`config.mk`:
```
export PLATFORM = sky130hd
export DESIGN_NAME = tile_wr_sequencer
export DESIGN_NICKNAME = d
export VERILOG_FILES = /design/src/rtl/tile_wr_sequencer_pkg.sv /design/src/rtl/wr_skew_stage.sv /design/src/rtl/tile_wr_sequencer.sv
export SDC_FILE = /design/constraint.sdc
export NUM_CORES = 1
export LEC_CHECK = 0
export ABC_AREA = 1
export CORE_MARGIN = 3
export CORE_UTILIZATION = 52
export DETAILED_ROUTE_END_ITERATION = 7
export PLACE_DENSITY_LB_ADDON = 0.12
export SETUP_SLACK_MARGIN = 0.5
export SLEW_MARGIN = 10
export SYNTH_ARGS = -nofsm -noshare
export SYNTH_HDL_FRONTEND = slang
export SYNTH_SLANG_ARGS = --single-unit
```
`constraint.sdc`:
```
create_clock -name clk -period 10.63 [get_ports clk]
set_clock_uncertainty 0.15 [all_clocks]
set_input_delay 1.063 -clock clk [delete_from_list [all_inputs] [get_ports clk]]
set_output_delay 1.063 -clock clk [all_outputs]
set_load 0.01 [all_outputs]
```
`src/rtl/tile_wr_sequencer_pkg.sv`:
```
// ============================================================================
// tile_wr_sequencer_pkg : shared sizes and FSM encodings for tile write-back
// Rev 1.0 - initial release
// ============================================================================
`default_nettype none

package tile_wr_sequencer_pkg;
   localparam int         c_width_height = 16;
   localparam int         c_addr_w       = 8;
   localparam logic [1:0] c_st_idle      = 2'd0;
   localparam logic [1:0] c_st_run       = 2'd1;
   localparam logic [1:0] c_st_done      = 2'd2;
endpackage

`default_nettype wire

```
`src/rtl/wr_skew_stage.sv`:
```
// ============================================================================
// wr_skew_stage : one bank's {en, addr} register in the diagonal write wave
// Rev 1.0 - initial release
// ============================================================================
`default_nettype none

module wr_skew_stage #(
   parameter int ADDR_W = 8
) (
   input  logic              clk,
   input  logic              reset,
   input  logic              i_clear,
   input  logic              i_en,
   input  logic [ADDR_W-1:0] i_addr,
   output logic              o_en,
   output logic [ADDR_W-1:0] o_addr
);
   logic              r_en;
   logic [ADDR_W-1:0] r_addr;

   // Clear only kills the enable; a held address is don't-care while en=0.
   always_ff @(posedge clk or posedge reset) begin
      if (reset) begin
         r_en   <= 1'b0;
         r_addr <= '0;
      end else begin
         r_en   <= i_en & ~i_clear;
         r_addr <= i_addr;
      end
   end

   assign o_en   = r_en;
   assign o_addr = r_addr;
endmodule

`default_nettype wire

```
`src/rtl/tile_wr_sequencer.sv`:
```
// ============================================================================
// tile_wr_sequencer : generates the skewed per-bank write wave for one tile
// Rev 1.0 - initial release
// ============================================================================
`default_nettype none

module tile_wr_sequencer
   import tile_wr_sequencer_pkg::*;
#(
   parameter int WIDTH_HEIGHT = c_width_height,
   parameter int ADDR_W       = c_addr_w
) (
   input  logic                           clk,
   input  logic                           reset,
   input  logic                           start,
   input  logic [ADDR_W-1:0]              base_addr,
   input  logic [ADDR_W-1:0]              num_rows,
   input  logic                           abort,
   output logic                           busy,
   output logic                           done,
   output logic [WIDTH_HEIGHT-1:0]        wr_en,
   output logic [ADDR_W*WIDTH_HEIGHT-1:0] wr_addr
);
   localparam int c_cnt_w = ADDR_W + $clog2(WIDTH_HEIGHT) + 1;

   logic [1:0]         r_state;
   logic [c_cnt_w-1:0] r_cnt;
   logic [ADDR_W-1:0]  r_base;
   logic [ADDR_W-1:0]  r_rows;
   logic               r_busy;
   logic               r_done;

   logic               w_abort;
   logic               w_accept;
   logic               w_last;
   logic [c_cnt_w-1:0] w_last_cnt;
   logic               w_head_en;
   logic [ADDR_W-1:0]  w_head_addr;
   logic               w_en   [WIDTH_HEIGHT];
   logic [ADDR_W-1:0]  w_addr [WIDTH_HEIGHT];

   assign w_abort     = abort && (r_state != c_st_idle);
   assign w_accept    = start && !abort && !r_busy && (r_state == c_st_idle);
   assign w_last_cnt  = c_cnt_w'(r_rows) + c_cnt_w'(WIDTH_HEIGHT - 1);
   assign w_last      = (r_rows == '0) || (r_cnt == w_last_cnt);
   assign w_head_en   = (r_state == c_st_run) && (r_cnt < c_cnt_w'(r_rows));
   assign w_head_addr = r_base + r_cnt[ADDR_W-1:0];

   // After an abort busy stays up one extra cycle, so the IDLE branch gates
   // start on r_busy as well as on the state.
   always_ff @(posedge clk or posedge reset) begin
      if (reset) begin
         r_state <= c_st_idle;
         r_cnt   <= '0;
         r_base  <= '0;
         r_rows  <= '0;
         r_busy  <= 1'b0;
         r_done  <= 1'b0;
      end else if (w_abort) begin
         r_state <= c_st_idle;
         r_cnt   <= '0;
         r_done  <= 1'b0;
      end else begin
         case (r_state)
            c_st_idle: begin
               r_done <= 1'b0;
               if (w_accept) begin
                  r_state <= c_st_run;
                  r_cnt   <= '0;
                  r_base  <= base_addr;
                  r_rows  <= num_rows;
                  r_busy  <= 1'b1;
               end else begin
                  r_busy  <= 1'b0;
               end
            end
            c_st_run: begin
               if (w_last) begin
                  r_state <= c_st_done;
                  r_done  <= 1'b1;
               end else begin
                  r_cnt   <= r_cnt + c_cnt_w'(1);
               end
            end
            c_st_done: begin
               r_state <= c_st_idle;
               r_cnt   <= '0;
               r_done  <= 1'b0;
               r_busy  <= 1'b0;
            end
            default: begin
               r_state <= c_st_idle;
               r_cnt   <= '0;
               r_done  <= 1'b0;
               r_busy  <= 1'b0;
            end
         endcase
      end
   end

   generate
      for (genvar i = 0; i < WIDTH_HEIGHT; i++) begin : g_stage
         logic              w_d_en;
         logic [ADDR_W-1:0] w_d_addr;

         if (i == 0) begin : g_head
            assign w_d_en   = w_head_en;
            assign w_d_addr = w_head_addr;
         end else begin : g_tail
            assign w_d_en   = w_en[i-1];
            assign w_d_addr = w_addr[i-1];
         end

         wr_skew_stage #(.ADDR_W(ADDR_W)) u_stage (
            .clk     (clk),
            .reset   (reset),
            .i_clear (w_abort),
            .i_en    (w_d_en),
            .i_addr  (w_d_addr),
            .o_en    (w_en[i]),
            .o_addr  (w_addr[i])
         );

         assign wr_en[i]                    = w_en[i];
         assign wr_addr[ADDR_W*i +: ADDR_W] = w_addr[i];
      end
   endgenerate

   assign busy = r_busy;
   assign done = r_done;
endmodule

`default_nettype wire

```
## After elaboration in Yosys (flattened, before gate mapping)

Cells that the tools add are included.
Widths: inputs -> output; s select.

| word-level totals | value |
|---|---|
| register bits after elaboration | 177 |
| bits of input ports | 20 |
| output and inout bits | 146 |
| logic and storage cells | 93 |

| cells by class | value |
|---|---|
| add/sub/neg operators | 3 |
| $lt $le $gt $ge | 1 |
| equal/unequal tests | 5 |
| mux-type cells | 13 |
| bitwise logic cells | 18 |
| reduce and logical (&&, ||, !) cells | 15 |

Operators by type and width:

| kind | number |
|---|---|
| $mux 13 | 3 |
| $pmux 13 s2 | 1 |
| $and 1x1->1 | 16 |
| $add 13x1->13 const B | 1 |
| $eq 13x9->1 | 1 |
| $lt 13x8->1 | 1 |
| $add 8x4->9 const B | 1 |
| $ne 3x2->1 const B | 3 |
| $add 8x8->8 | 1 |
| $logic_not 8->1 | 1 |
| $mux 2 | 3 |
| $reduce_and 2->1 | 3 |
| $logic_and 1x1->1 | 5 |
| $mux 1 | 4 |
| $pmux 2 s2 | 1 |
| $reduce_and 3->1 | 1 |
| $eq 2x1->1 const B | 1 |
| $logic_not 1->1 | 2 |
| $logic_not 2->1 | 1 |
| $not 1->1 | 2 |
| $pmux 1 s2 | 1 |
| $reduce_bool 2->1 | 1 |
| $logic_or 1x1->1 | 1 |

## Logic depth before layout (Yosys ltp)

Gate-level depths: netlist of the first run.

| logic depth | value |
|---|---|
| word-level depth | 7 |
| depth in mapped cells | 17 |
| depth with buffers taken out | 16 |

## Modules after synthesis

From an unflattened synthesis of the first run, not the netlist that was laid out.

| second synthesis, totals | value |
|---|---|
| cells, all modules | 560 |
| area, all modules | 6403.6 µm² |

By module, submodules not included:

| module | instances | cells each | area an instance (µm²) | seq. area each (µm²) |
|---|---|---|---|---|
| wr_skew_stage | 16 | 12 | 239.0 | 225.2 |
| tile_wr_sequencer | 1 | 368 | 2580.0 | 825.8 |

## Worst setup path after synthesis of the first run

Ideal clock, no wire load.

| timing path | value |
|---|---|
| kind | input-to-reg |
| from | input port abort |
| to | register g_stage[10].u_stage.r_en |
| setup time | 0.131 ns |
| arrival time | 1.896 ns |
| data required time | 10.349 ns |
| slack | 8.453 ns |
| cell stages on the path | 5 |
| buffers on the path | 2 |
| path through | inv_1 > nor2_1 > clkbuf_1 > clkbuf_1 > nor2_1 |

| on the way | value |
|---|---|
| word-level cells in the longest chain between the ends | 3 |

RTL lines:

| what | line | RTL |
|---|---|---|
| from (decl) | tile_wr_sequencer.sv:18 | `input logic abort,` |
| $logic_and 1x1->1 | tile_wr_sequencer.sv:42 | `assign w_abort = abort && (r_state != c_st_idle);` |
| $not 1->1 (no line) | - |  |
| $and 1x1->1 | wr_skew_stage.sv:27 | `r_en <= i_en & ~i_clear;` |
| to (signal assigned) | wr_skew_stage.sv:27 |  |
| to (decl) | wr_skew_stage.sv:18 | `logic r_en;` |

Every way passes these cells.
A chain may end at the register's enable or synchronous reset.

==> out/results.tsv, run 1 <==
stage	metric	value	unit
status	status	finished clean	
cts	clk_latency	0.42	ns
timing	period_minus_slack	2.68	ns
cts	clock-sinks	177	
cts	cts.repair.resized	0	
pwr	irDropWorstVdd	202	uV
cts	cts_tree	built	
yosys	syn_avg_cell_area	12.1	um^2
worst_hold_path	hp-class	reg -> reg	
yosys	yosys_register_bits	177	
yosys	synth_fp_nets	558	
timing	timing.final.crit_share	25.2	%
yosys	ys_seq_area_share	70.8	%
drt	ant_nets	0	
grt	grt_use_total	20.5	%
grt	grt_pass1_wl	20.6	mm
floorplan	die_h	116	um
setup_path	worst-endpoint-arrival	3.03	ns
floorplan	ios	166	
cts	clkTransAtPathRegs	0.06	ns
timing	fmax	0.373	GHz
setup_path	timing.reg2reg.worst_path_depth	13	
placed_design	port-buffer-count	165	
cts	clockBufferDepth	2	
setup_path	cp-start-kind	primary input	
setup_path	cp.required	10.98	ns
drt	drt_iter0_drc	299	
timing	setup_slack	7.95	ns
grt	grt_antenna_before_repair	0	
drt	vias_per_cell	4.92	
placed_design	preCtsSetupSlack	7.38	ns
flow_run	maxCapViolCount	0	
yosys	syn_area	6260	um^2
final_layout	nets	719	
worst_hold_path	worstHoldEndpoint	g_stage[8].u_stage.o_addr[7]$_DFF_PP0_	
yosys	syn_inst	519	
grt	grt_pass1_vias	4000	
worst_hold_path	holdCritStartpoint	g_stage[7].u_stage.o_addr[7]$_DFF_PP0_	
floorplan	die_x	116	um
cts	cts_hold_buf	0	
timing	maxSlewViolCount	0	
cts	root_buffer	clkbuf_16	
placed_design	gp_congestion	0.919	
yosys	synth.yosys.warnings	0	
setup_path	path_max_fanout	128	
final_layout	drive_above_1_share	7.36	%
floorplan	start_util	53.9	%
setup_path	cp-end-kind	asynchronous set/reset pin	
yosys	yosys.area.top_type	dfrtp_1	
final_layout	num-fill-cells	816	
floorplan	rows	39	
cts	h-tree-depth	4	
pwr	power.density	289	nW/um^2
cts	cts_buffers	17	
final_layout	syn2layout_area_growth	35.9	%
drt	via_count	4111	
drt	drc	0	
timing	holdWs	0.220	ns
timing	setup_violations	0	
drt	firstDrtPassIters	4	
placed_design	place_hpwl	9.40	mm
setup_path	r2r-end	r_cnt[5]$_DFFE_PP0P_	
drt	wl	13.1	mm
yosys	synth.area.top_cells	dfrtp_1 (71%), nand2_1 (4.6%), ha_1 (3.6%)	
timing	hold_viol_final	0	
setup_path	rr_startpoint	r_rows[0]$_DFFE_PP0P_	
yosys	yosys.area.top_type_share	70.8	%
setup_path	worstSetupPathType	in -> async	
timing	worstMarginPinSlew	1.11	ns
timing	timing.setup.tns	0	ns
final_layout	antenna_cells	0	
drt	drt-wirelength-per-cell	15.7	um
setup_path	r2r_slack	8.41	ns
cts	cts_setup_buffers	0	
pwr	p_leak	3.92	nW
grt	grt_max_degree	129	
floorplan	dieArea	13400	um^2
timing	max-slew-margin-rel	26.2	%
floorplan	coreArea	11600	um^2
yosys	synth_cell_types	31	
timing	rsz0062_at_grt	false	
worst_hold_path	min_path_cells	0	
grt	grt_remaining_overflow	0	
## cells in the mapped netlist
library cell    n
buf_1           1
nand3b_1        2
o221ai_1        1
o211ai_1        1
ha_1           18
or2_1           1
inv_1          55
xor2_1         11
nand2b_1        1
mux2_2          7
a21oi_1        19
nand2_1        77
nor3b_1         1
buf_2           2
nor4_1          2
nor2_4          1
dfrtp_1       177
clkbuf_1        4
nand4_1         8
o21ai_0         5
nor3_1          8
nor2_2          3
fa_1            1
nand3_1        30
nand2_2         4
buf_4          18
nand3_2         1
buf_6           1
nand2_4         1
xnor2_1         4
nor2_1         54
## how the worst max path moves through the flow
stage          startpoint                                end  slack [ns]  cells after the start
2_1_floorplan       reset                   busy$_DFFE_PP0P_        4.62                      1
3_3_place_gp        reset  g_stage[8].u_stage.o_en$_DFF_PP0_        7.46                      3
3_5_place_dp        reset  g_stage[7].u_stage.o_en$_DFF_PP0_        7.38                      3
4_1_cts             reset  g_stage[7].u_stage.o_en$_DFF_PP0_        7.83                      3
5_1_grt             reset              r_cnt[12]$_DFFE_PP0P_        7.63                      3
6_report            reset              r_cnt[10]$_DFFE_PP0P_        7.95                      3
## state kept, by name, indices dropped and copies added, names as in the netlist
name and count:
r_rows 8, g_stage.u_stage.o_addr 128, r_cnt 13, r_base 8, busy 1, g_stage.u_stage.o_en 16
r_state 2, done 1
## kinds of logic (layout without fill, tap and decap cells)
family                   count (synthesis)  after routing  share of synthesized area (%)
adder cells (fa/ha/maj)                 19             19                           3.92
XOR/XNOR                                15             15                           2.10
buffers and inverters                   81            255                           6.10
AO/OA/AOI/OAI                           26             26                           2.18
multiplexers                             7              7                           1.26
flip-flops                             177            177                           70.8
AND/OR/NAND/NOR                        194            194                           13.7
## metal layers
metal	vias up	routed length (um)	track usage, %
li1	1951	-	-
met1	2009	5250	24.3
met2	139	6770	36.0
met3	12	876	5.38
met4	0	192	8.20
met5	-	0	0
## area by class of cell
type | count | area, um^2 | area share [%]
Inverter | 55 | 211 | 2.49
Timing Repair Buffer | 168 | 1670 | 19.7
Tap cell | 143 | 179 | 2.10
Sequential cell | 177 | 4430 | 52.1
Clock inverter | 11 | 105 | 1.24
Multi-Input combinational cell | 261 | 1450 | 17.0
Clock buffer | 21 | 460 | 5.41
## cells in the final DEF (no fill, tap or decap), drive strengths merged, types with 4 or more instances in the layout
cell,netlist,layout
dfrtp,177,177
clkdlybuf4s50,0,165
nand2,82,82
inv,55,58
nor2,58,58
nand3,31,31
clkbuf,4,21
a21oi,19,19
ha,18,18
xor2,11,11
nand4,8,8
nor3,8,8
mux2,7,7
o21ai,5,5
xnor2,4,4
clkinvlp,0,4
## worst max-delay path: stages
cell and delay (ns):
clkdlybuf4s50_1 0.47, inv_6 0.79, buf_4 0.66
## metrics by stage
step	cells	total power [W]	util, %	instance area, um^2
after CTS	836	0.00249	73.2	8510
after global placement	804	0.00186	68.4	7940
final	836	0.00246	73.2	8510
after detailed placement	804	0.00189	68.4	7940
after floorplan	519	0.00133	-	6260
after global routing	836	0.00259	73.2	8510
## power by group
| group | total (W) | switching [W] | internal (W) |
|---|---|---|---|
| Clock | 0.000588 | 0.000251 | 0.000337 |
| Sequential | 0.00107 | 0.000142 | 0.000929 |
| Combinational | 0.000803 | 0.000348 | 0.000454 |
(Power assumes the default switching activity.)
==> inputs of run 2 (changes only) <==
--- a/config.mk
+++ b/config.mk
@@ -7,7 +7,7 @@
 export LEC_CHECK = 0
 export ABC_AREA = 1
 export CORE_MARGIN = 3
-export CORE_UTILIZATION = 52
+export CORE_UTILIZATION = 48
 export DETAILED_ROUTE_END_ITERATION = 7
 export PLACE_DENSITY_LB_ADDON = 0.12
 export SETUP_SLACK_MARGIN = 0.5
==> constraint.sdc (replaced) <==
create_clock -name clk -period 2.7 [get_ports clk]
set_clock_uncertainty 0.15 [all_clocks]
set_input_delay 0.27 -clock clk [delete_from_list [all_inputs] [get_ports clk]]
set_output_delay 0.27 -clock clk [all_outputs]
set_load 0.01 [all_outputs]
==> out/results.tsv, run 2 (same netlist as run 1, synthesis figures left out) <==
stage	metric	value	unit	change
worst_hold_path	hp-class	reg -> reg		unchanged
drt	drt-wirelength-per-cell	15.2	um	was 15.7 um
timing	setup_slack	0.680	ns	was 7.95 ns
cts	clkTransAtPathRegs	0.07	ns	was 0.06 ns
final_layout	syn2layout_area_growth	38.4	%	was 35.9%
cts	cts_hold_buf	0		unchanged
final_layout	multi_input_area	1490	um^2	was 1450 um^2
grt	grt_max_degree	134		was 129
floorplan	ios	166		unchanged
drt	wl	13.2	mm	was 13.1 mm
cts	clockBufferDepth	2		unchanged
placed_design	preCtsSetupSlack	0.524	ns	was 7.38 ns
timing	rsz0062_at_grt	true		was false
cts	clock-sinks	177		unchanged
drt	drt_iter0_drc	241		was 299
flow_run	maxCapViolCount	0		unchanged
setup_path	cp_cell_sequence	inv_1 > ha_1 > nand3b_1 > nor2_1 > nand3_1 > nor2_2 > nand3_2 > nand2_4 > nand2_8 > nand2_8 > nand2_1 > nand2_1		was clkdlybuf4s50_1 > inv_6 > buf_4
setup_path	worstSetupPathType	reg -> reg		was in -> async
drt	via_count	4220		was 4111
floorplan	rows	41		was 39
setup_path	worst-endpoint-arrival	2.22	ns	was 3.03 ns
drt	vias_per_cell	4.86		was 4.92
setup_path	cp.required	2.90	ns	was 10.98 ns
pwr	p_leak	3.97	nW	was 3.92 nW
cts	cts_buffers	17		unchanged
setup_path	max_stage_delay	0.42	ns	was 0.79 ns
final_layout	nets	722		was 719
floorplan	dieArea	14400	um^2	was 13400 um^2
setup_path	path_max_fanout	13		was 128
timing	fmax	0.495	GHz	
floorplan	coreArea	12700	um^2	was 11600 um^2
worst_hold_path	holdCritStartpoint	g_stage[6].u_stage.o_addr[4]$_DFF_PP0_		was g_stage[7].u_stage.o_addr[7]$_DFF_PP0_
setup_path	r2r_slack	0.68	ns	was 8.41 ns
status	status	finished clean		unchanged
timing	timing.final.crit_share	74.8	%	
placed_design	place_area	8000	um^2	was 7940 um^2
timing	period_minus_slack	2.02	ns	
timing	worstMarginPinSlew	0.677	ns	was 1.11 ns
final_layout	antenna_cells	0		unchanged
placed_design	port-buffer-count	165		unchanged
final_layout	final_cell_mix	dfrtp_1 (177), clkdlybuf4s50_1 (165), nand2_1 (77)		unchanged
pwr	power.density	1140	nW/um^2	was 289 nW/um^2
final_layout	num-fill-cells	975		was 816
setup_path	cp-start-kind	register		was primary input
setup_path	worstSetupPathDepth	12		was 3
setup_path	rr_startpoint	r_cnt[0]$_DFFE_PP0P_		was r_rows[0]$_DFFE_PP0P_
grt	grt_pass1_vias	4068		was 4000
timing	max-slew-margin-rel	54.9	%	was 26.2%
setup_path	critPathTopFamily	simple AND/OR/NAND/NOR gates		was buffers and inverters
cts	root_buffer	clkbuf_16		unchanged
setup_path	timing.reg2reg.worst_path_depth	12		was 13
placed_design	gp_congestion	0.886		was 0.919
grt	grt_remaining_overflow	0		unchanged
cts	clk_latency	0.42	ns	about the same
setup_path	cp-end-kind	register		was asynchronous set/reset pin
final_layout	final_common_cell	dfrtp_1		unchanged
setup_path	cp_slowest_cell	dfrtp_1		was inv_6
grt	grt_use_total	18.8	%	was 20.5%
timing	setup_violations	0		unchanged
drt	firstDrtPassIters	4		unchanged
cts	h-tree-depth	4		unchanged
drt	drc	0		unchanged
floorplan	die_h	120	um	was 116 um
worst_hold_path	min_path_cells	0		unchanged
final_layout	fin_area	8660	um^2	was 8510 um^2
final_layout	largest_reg_flops	128		unchanged
floorplan	start_util	49.4	%	was 53.9%
final_layout	seq_area	4430	um^2	unchanged
pwr	irDropWorstVdd	603	uV	was 202 uV
timing	timing.setup.tns	0	ns	unchanged
timing	hold_viol_final	0		unchanged
final_layout	drive_above_1_share	8.48	%	was 7.36%
cts	cts_tree	built		unchanged
floorplan	die_x	120	um	was 116 um
setup_path	path_buf_inv	1		was 3
grt	grt_pass1_wl	20.8	mm	was 20.6 mm
placed_design	place_hpwl	9.63	mm	was 9.40 mm
grt	grt_antenna_before_repair	0		unchanged
setup_path	startpoint	r_cnt[0]$_DFFE_PP0P_		was reset
timing	maxSlewViolCount	0		unchanged
drt	ant_nets	0		unchanged
## run 2: cell types whose count changed in the layout (fill, tap and decap cells not counted), moves of 2 or more
cell and change:
inv_1 -2, nand2_8 +2, bufinv_16 +2, nand2_2 -2
inv_2 +2, inv_8 +3, clkinvlp_4 -2
## run 2: metrics by stage
stage | power (W) | util (%) | instances | hold slack (ns)
after floorplan | 0.00522 | - | 519 | 0.266
after global placement | 0.00737 | 63.1 | 834 | 0.205
after detailed placement | 0.00745 | 63.1 | 834 | 0.209
after CTS | 0.0100 | 68.0 | 867 | 0.223
after global routing | 0.0104 | 68.4 | 868 | 0.229
final | 0.00991 | 68.4 | 868 | 0.222
## run 2: path summary, 6_finish.rpt
kind,to
setup / recovery,r_cnt[12]$_DFFE_PP0P_
hold / removal,g_stage[7].u_stage.o_addr[4]$_DFF_PP0_
setup reg to reg,r_cnt[12]$_DFFE_PP0P_
hold reg to reg,g_stage[7].u_stage.o_addr[4]$_DFF_PP0_
max in group asynchronous,g_stage[6].u_stage.o_addr[0]$_DFF_PP0_
min in group asynchronous,g_stage[10].u_stage.o_addr[6]$_DFF_PP0_
## run 2: area by class of cell
| class | count | area share [%] |
|---|---|---|
| clock inverters | 13 | 1.99 |
| flip-flops and latches | 177 | 51.1 |
| repair buffers | 170 | 19.6 |
| clock buffers | 19 | 5.11 |
| inverters | 55 | 2.43 |
| multi-input cells | 262 | 17.2 |
| well taps | 172 | 2.48 |
## run 2: report_power, final
part	internal, W	switching, W
registers	0.00366	0.000546
logic	0.00180	0.00138
clock network	0.00150	0.00102
total	0.00696	0.00295
## run 2: per-layer routing
metal	vias up	wire, um	GRT usage [%]
li1	1966	-	-
met1	2080	5250	22.0
met2	154	6850	33.0
met3	20	803	5.29
met4	0	267	7.59
met5	-	0	0
## run 2: what timing repair did
| item | in CTS | in global routing |
|---|---|---|
| hold endpoints to repair | 0 | 0 |
| gates cloned | 1 | 0 |
| buffers inserted | 0 | 1 |
| pin swaps | 1 | 1 |
| resized for setup | 0 | 10 |
| setup endpoints to repair | 3 | 14 |
## run 2: worst register-to-register path: cells and delay by family (launching register included)
kind          cells  cell delay, ns
simple gates     10            1.03
flops             1            0.42
fa+ha+maj         1            0.28
buf+inv           1            0.08
==> inputs of run 3 (changes only) <==
==> constraint.sdc (replaced) <==
create_clock -name clk -period 1.95 [get_ports clk]
set_clock_uncertainty 0.15 [all_clocks]
set_input_delay 0.195 -clock clk [delete_from_list [all_inputs] [get_ports clk]]
set_output_delay 0.195 -clock clk [all_outputs]
set_load 0.01 [all_outputs]
==> out/results.tsv, run 3 (same netlist as run 1, synthesis figures left out) <==
stage	metric	value	unit	change
final_layout	drive_above_1_share	25.6	%	was 8.48%
placed_design	gp_congestion	0.928		was 0.886
pwr	p_leak	4.42	nW	was 3.97 nW
pwr	p_int	0.00924	W	was 0.00696 W
cts	cts_hold_buf	0		unchanged
floorplan	coreArea	12700	um^2	unchanged
placed_design	preCtsSetupSlack	-0.0985	ns	was 0.524 ns
placed_design	port-buffer-count	165		unchanged
setup_path	rr_startpoint	r_rows[2]$_DFFE_PP0P_		was r_cnt[0]$_DFFE_PP0P_
grt	met1_usage	25.1	%	was 22.0%
cts	clock-sinks	177		unchanged
floorplan	ios	166		unchanged
cts	cts_tree	built		unchanged
grt	busiest_layer	met2		unchanged
floorplan	dieArea	14400	um^2	unchanged
drt	vias_per_cell	4.83		was 4.86
pwr	finalPower	0.0135	W	was 0.00991 W
timing	hold_viol_final	0		unchanged
final_layout	antenna_cells	0		unchanged
grt	grt_antenna_before_repair	0		unchanged
cts	clk_latency	0.42	ns	about the same
final_layout	nets	769		was 722
setup_path	path_max_fanout	7		was 13
status	violations	negative setup slack		
timing	worstMarginPinSlew	0.602	ns	was 0.677 ns
timing	max-slew-margin-rel	59.8	%	was 54.9%
grt	grt_max_degree	32		was 134
drt	via_count	4422		was 4220
grt	globalRouteMet3Util	5.94	%	was 5.29%
floorplan	die_x	120	um	unchanged
pwr	p_seq_share	43.2	%	was 42.4%
grt	grt_use_total	21.1	%	was 18.8%
pwr	switching_power	0.00430	W	was 0.00295 W
drt	wl	15.0	mm	was 13.2 mm
floorplan	rows	41		unchanged
setup_path	startpoint	r_rows[2]$_DFFE_PP0P_		was r_cnt[0]$_DFFE_PP0P_
drt	drt_iter0_drc	271		was 241
pwr	irDropWorstVdd	939	uV	was 603 uV
placed_design	place_hpwl	10.2	mm	was 9.63 mm
final_layout	finish.utilization	73.6	%	was 68.4%
drt	firstDrtPassIters	6		was 4
flow_run	maxCapViolCount	0		unchanged
pwr	p_comb_share	30.7	%	was 32.1%
status	status	complete, but fails checks		was finished clean
final_layout	largest_reg_flops	128		unchanged
timing	rsz0062_at_grt	true		unchanged
worst_hold_path	hp-class	in -> async		was reg -> reg
setup_path	worstSetupPathType	reg -> reg		unchanged
grt	grt_pass1_vias	4489		was 4068
drt	drt-wirelength-per-cell	16.4	um	was 15.2 um
timing	period_minus_slack	1.99	ns	was 2.02 ns
final_layout	syn2layout_area_growth	49.1	%	was 38.4%
timing	setup_slack	-0.0360	ns	was 0.680 ns
setup_path	timing.reg2reg.worst_path_depth	13		was 12
pwr	pwr-share-clk	26.1	%	was 25.5%
pwr	p_sw_share	31.8	%	was 29.7%
cts	cts_buffers	17		unchanged
pwr	power.density	1450	nW/um^2	was 1140 nW/um^2
cts	clockBufferDepth	2		unchanged
placed_design	placedCellCount	860		was 834
cts	h-tree-depth	4		unchanged
timing	fmax	0.504	GHz	was 0.495 GHz
floorplan	die_h	120	um	unchanged
drt	drc	0		unchanged
floorplan	start_util	49.4	%	unchanged
timing	timing.final.crit_share	102	%	was 74.8%
setup_path	cp-start-kind	register		unchanged
setup_path	worst-endpoint-arrival	2.19	ns	was 2.22 ns
setup_path	r2r_slack	-0.04	ns	was 0.68 ns
timing	holdWs	0.0635	ns	was 0.222 ns
final_layout	final_common_cell	dfrtp_1		unchanged
setup_path	cp-end-kind	register		unchanged
drt	ant_nets	0		unchanged
grt	grt_remaining_overflow	0		unchanged
timing	setup_violations	11		was 0
setup_path	cp.required	2.16	ns	was 2.90 ns
timing	maxSlewViolCount	0		unchanged
final_layout	final_cell_mix	dfrtp_1 (169), clkdlybuf4s15_1 (108), nand2_1 (68)		was dfrtp_1 (177), clkdlybuf4s50_1 (165), nand2_1 (77)
cts	root_buffer	clkbuf_16		unchanged
grt	grt_use_met2	36.1	%	was 33.0%
final_layout	layoutNonFillerInstCount	915		was 868
cts	clkTransAtPathRegs	0.07	ns	about the same
setup_path	r2r-end	r_cnt[7]$_DFFE_PP0P_		was r_cnt[12]$_DFFE_PP0P_
grt	grt_pass1_wl	23.1	mm	was 20.8 mm
run 3: cell types whose count changed in the layout (fill, tap and decap cells not counted), sizes merged:
cell           delta
buf              +45
nand2             +1
clkdlybuf4s50   -146
clkdlybuf4s15   +110
clkbuf           +28
clkinv            +2
inv               -1
clkinvlp          -1
dlygate4sd2       +9
run 3: area by class of cell:
cell class	instances	area (um^2)
sequential	177	4440
clock inverter	13	174
fill	847	3340
inverter	55	210
multi-input combinational	263	1790
timing repair buffer	216	2040
tap	172	215
clock buffer	19	453
run 3: layer usage:
layer	vias to the layer above	part of all wire (%)
met5	-	0
met4	0	2.3
met3	26	6.3
met2	171	52
met1	2168	39
li1	2057	-
run 3: how the worst max path moves through the flow:
stage,slack [ns],cells past startpoint,end
after floorplan,-0.66,1,busy$_DFFE_PP0P_
after global placement,0.003,14,r_cnt[2]$_DFFE_PP0P_
after detailed placement,-0.1,14,r_cnt[12]$_DFFE_PP0P_
after CTS,-0.008,14,r_cnt[2]$_DFFE_PP0P_
after global routing,-0.18,13,r_cnt[7]$_DFFE_PP0P_
final,-0.04,13,r_cnt[7]$_DFFE_PP0P_
run 3: worst max-delay path, stage by stage, from the launching register on:
cell and delay, ns:
dfrtp_2 0.45, nor2_2 0.16, nand2_2 0.12, inv_1 0.09
nand2_1 0.06, nand2_1 0.07, nand3_1 0.06, nor2_1 0.13
nand3_2 0.12, nand2_4 0.13, nand2_8 0.12, nand2_8 0.11
nand2_1 0.07, nand2_1 0.07
run 3: per-stage QoR:
stage / TNS (ns) / cell area, um^2
after floorplan: -117.11 / 6370
after global placement: 0 / 8360
after detailed placement: -1.02 / 8360
after CTS: -0.0111 / 9200
after global routing: -2.22 / 9330
final: -0.173 / 9330
run 3: timing repair:
| item | in CTS | in global routing |
|---|---|---|
| gates resized for setup | 279 | 100 |
| hold endpoints to repair | 0 | 0 |
| setup endpoints to repair | 169 | 105 |
| pin swaps | 20 | 9 |
| cloned | 2 | 2 |
| buffers inserted | 15 | 4 |
run 3: power groups by stage:
stage / combinational (W) / sequential, W / clock (W)
CTS: 0.00409 / 0.00586 / 0.00361
finish: 0.00415 / 0.00585 / 0.00354
detailed placement: 0.00458 / 0.00589 / 0
floorplan: 0.000876 / 0.00641 / 0
global route: 0.00441 / 0.00605 / 0.00379
global placement: 0.00453 / 0.00580 / 0
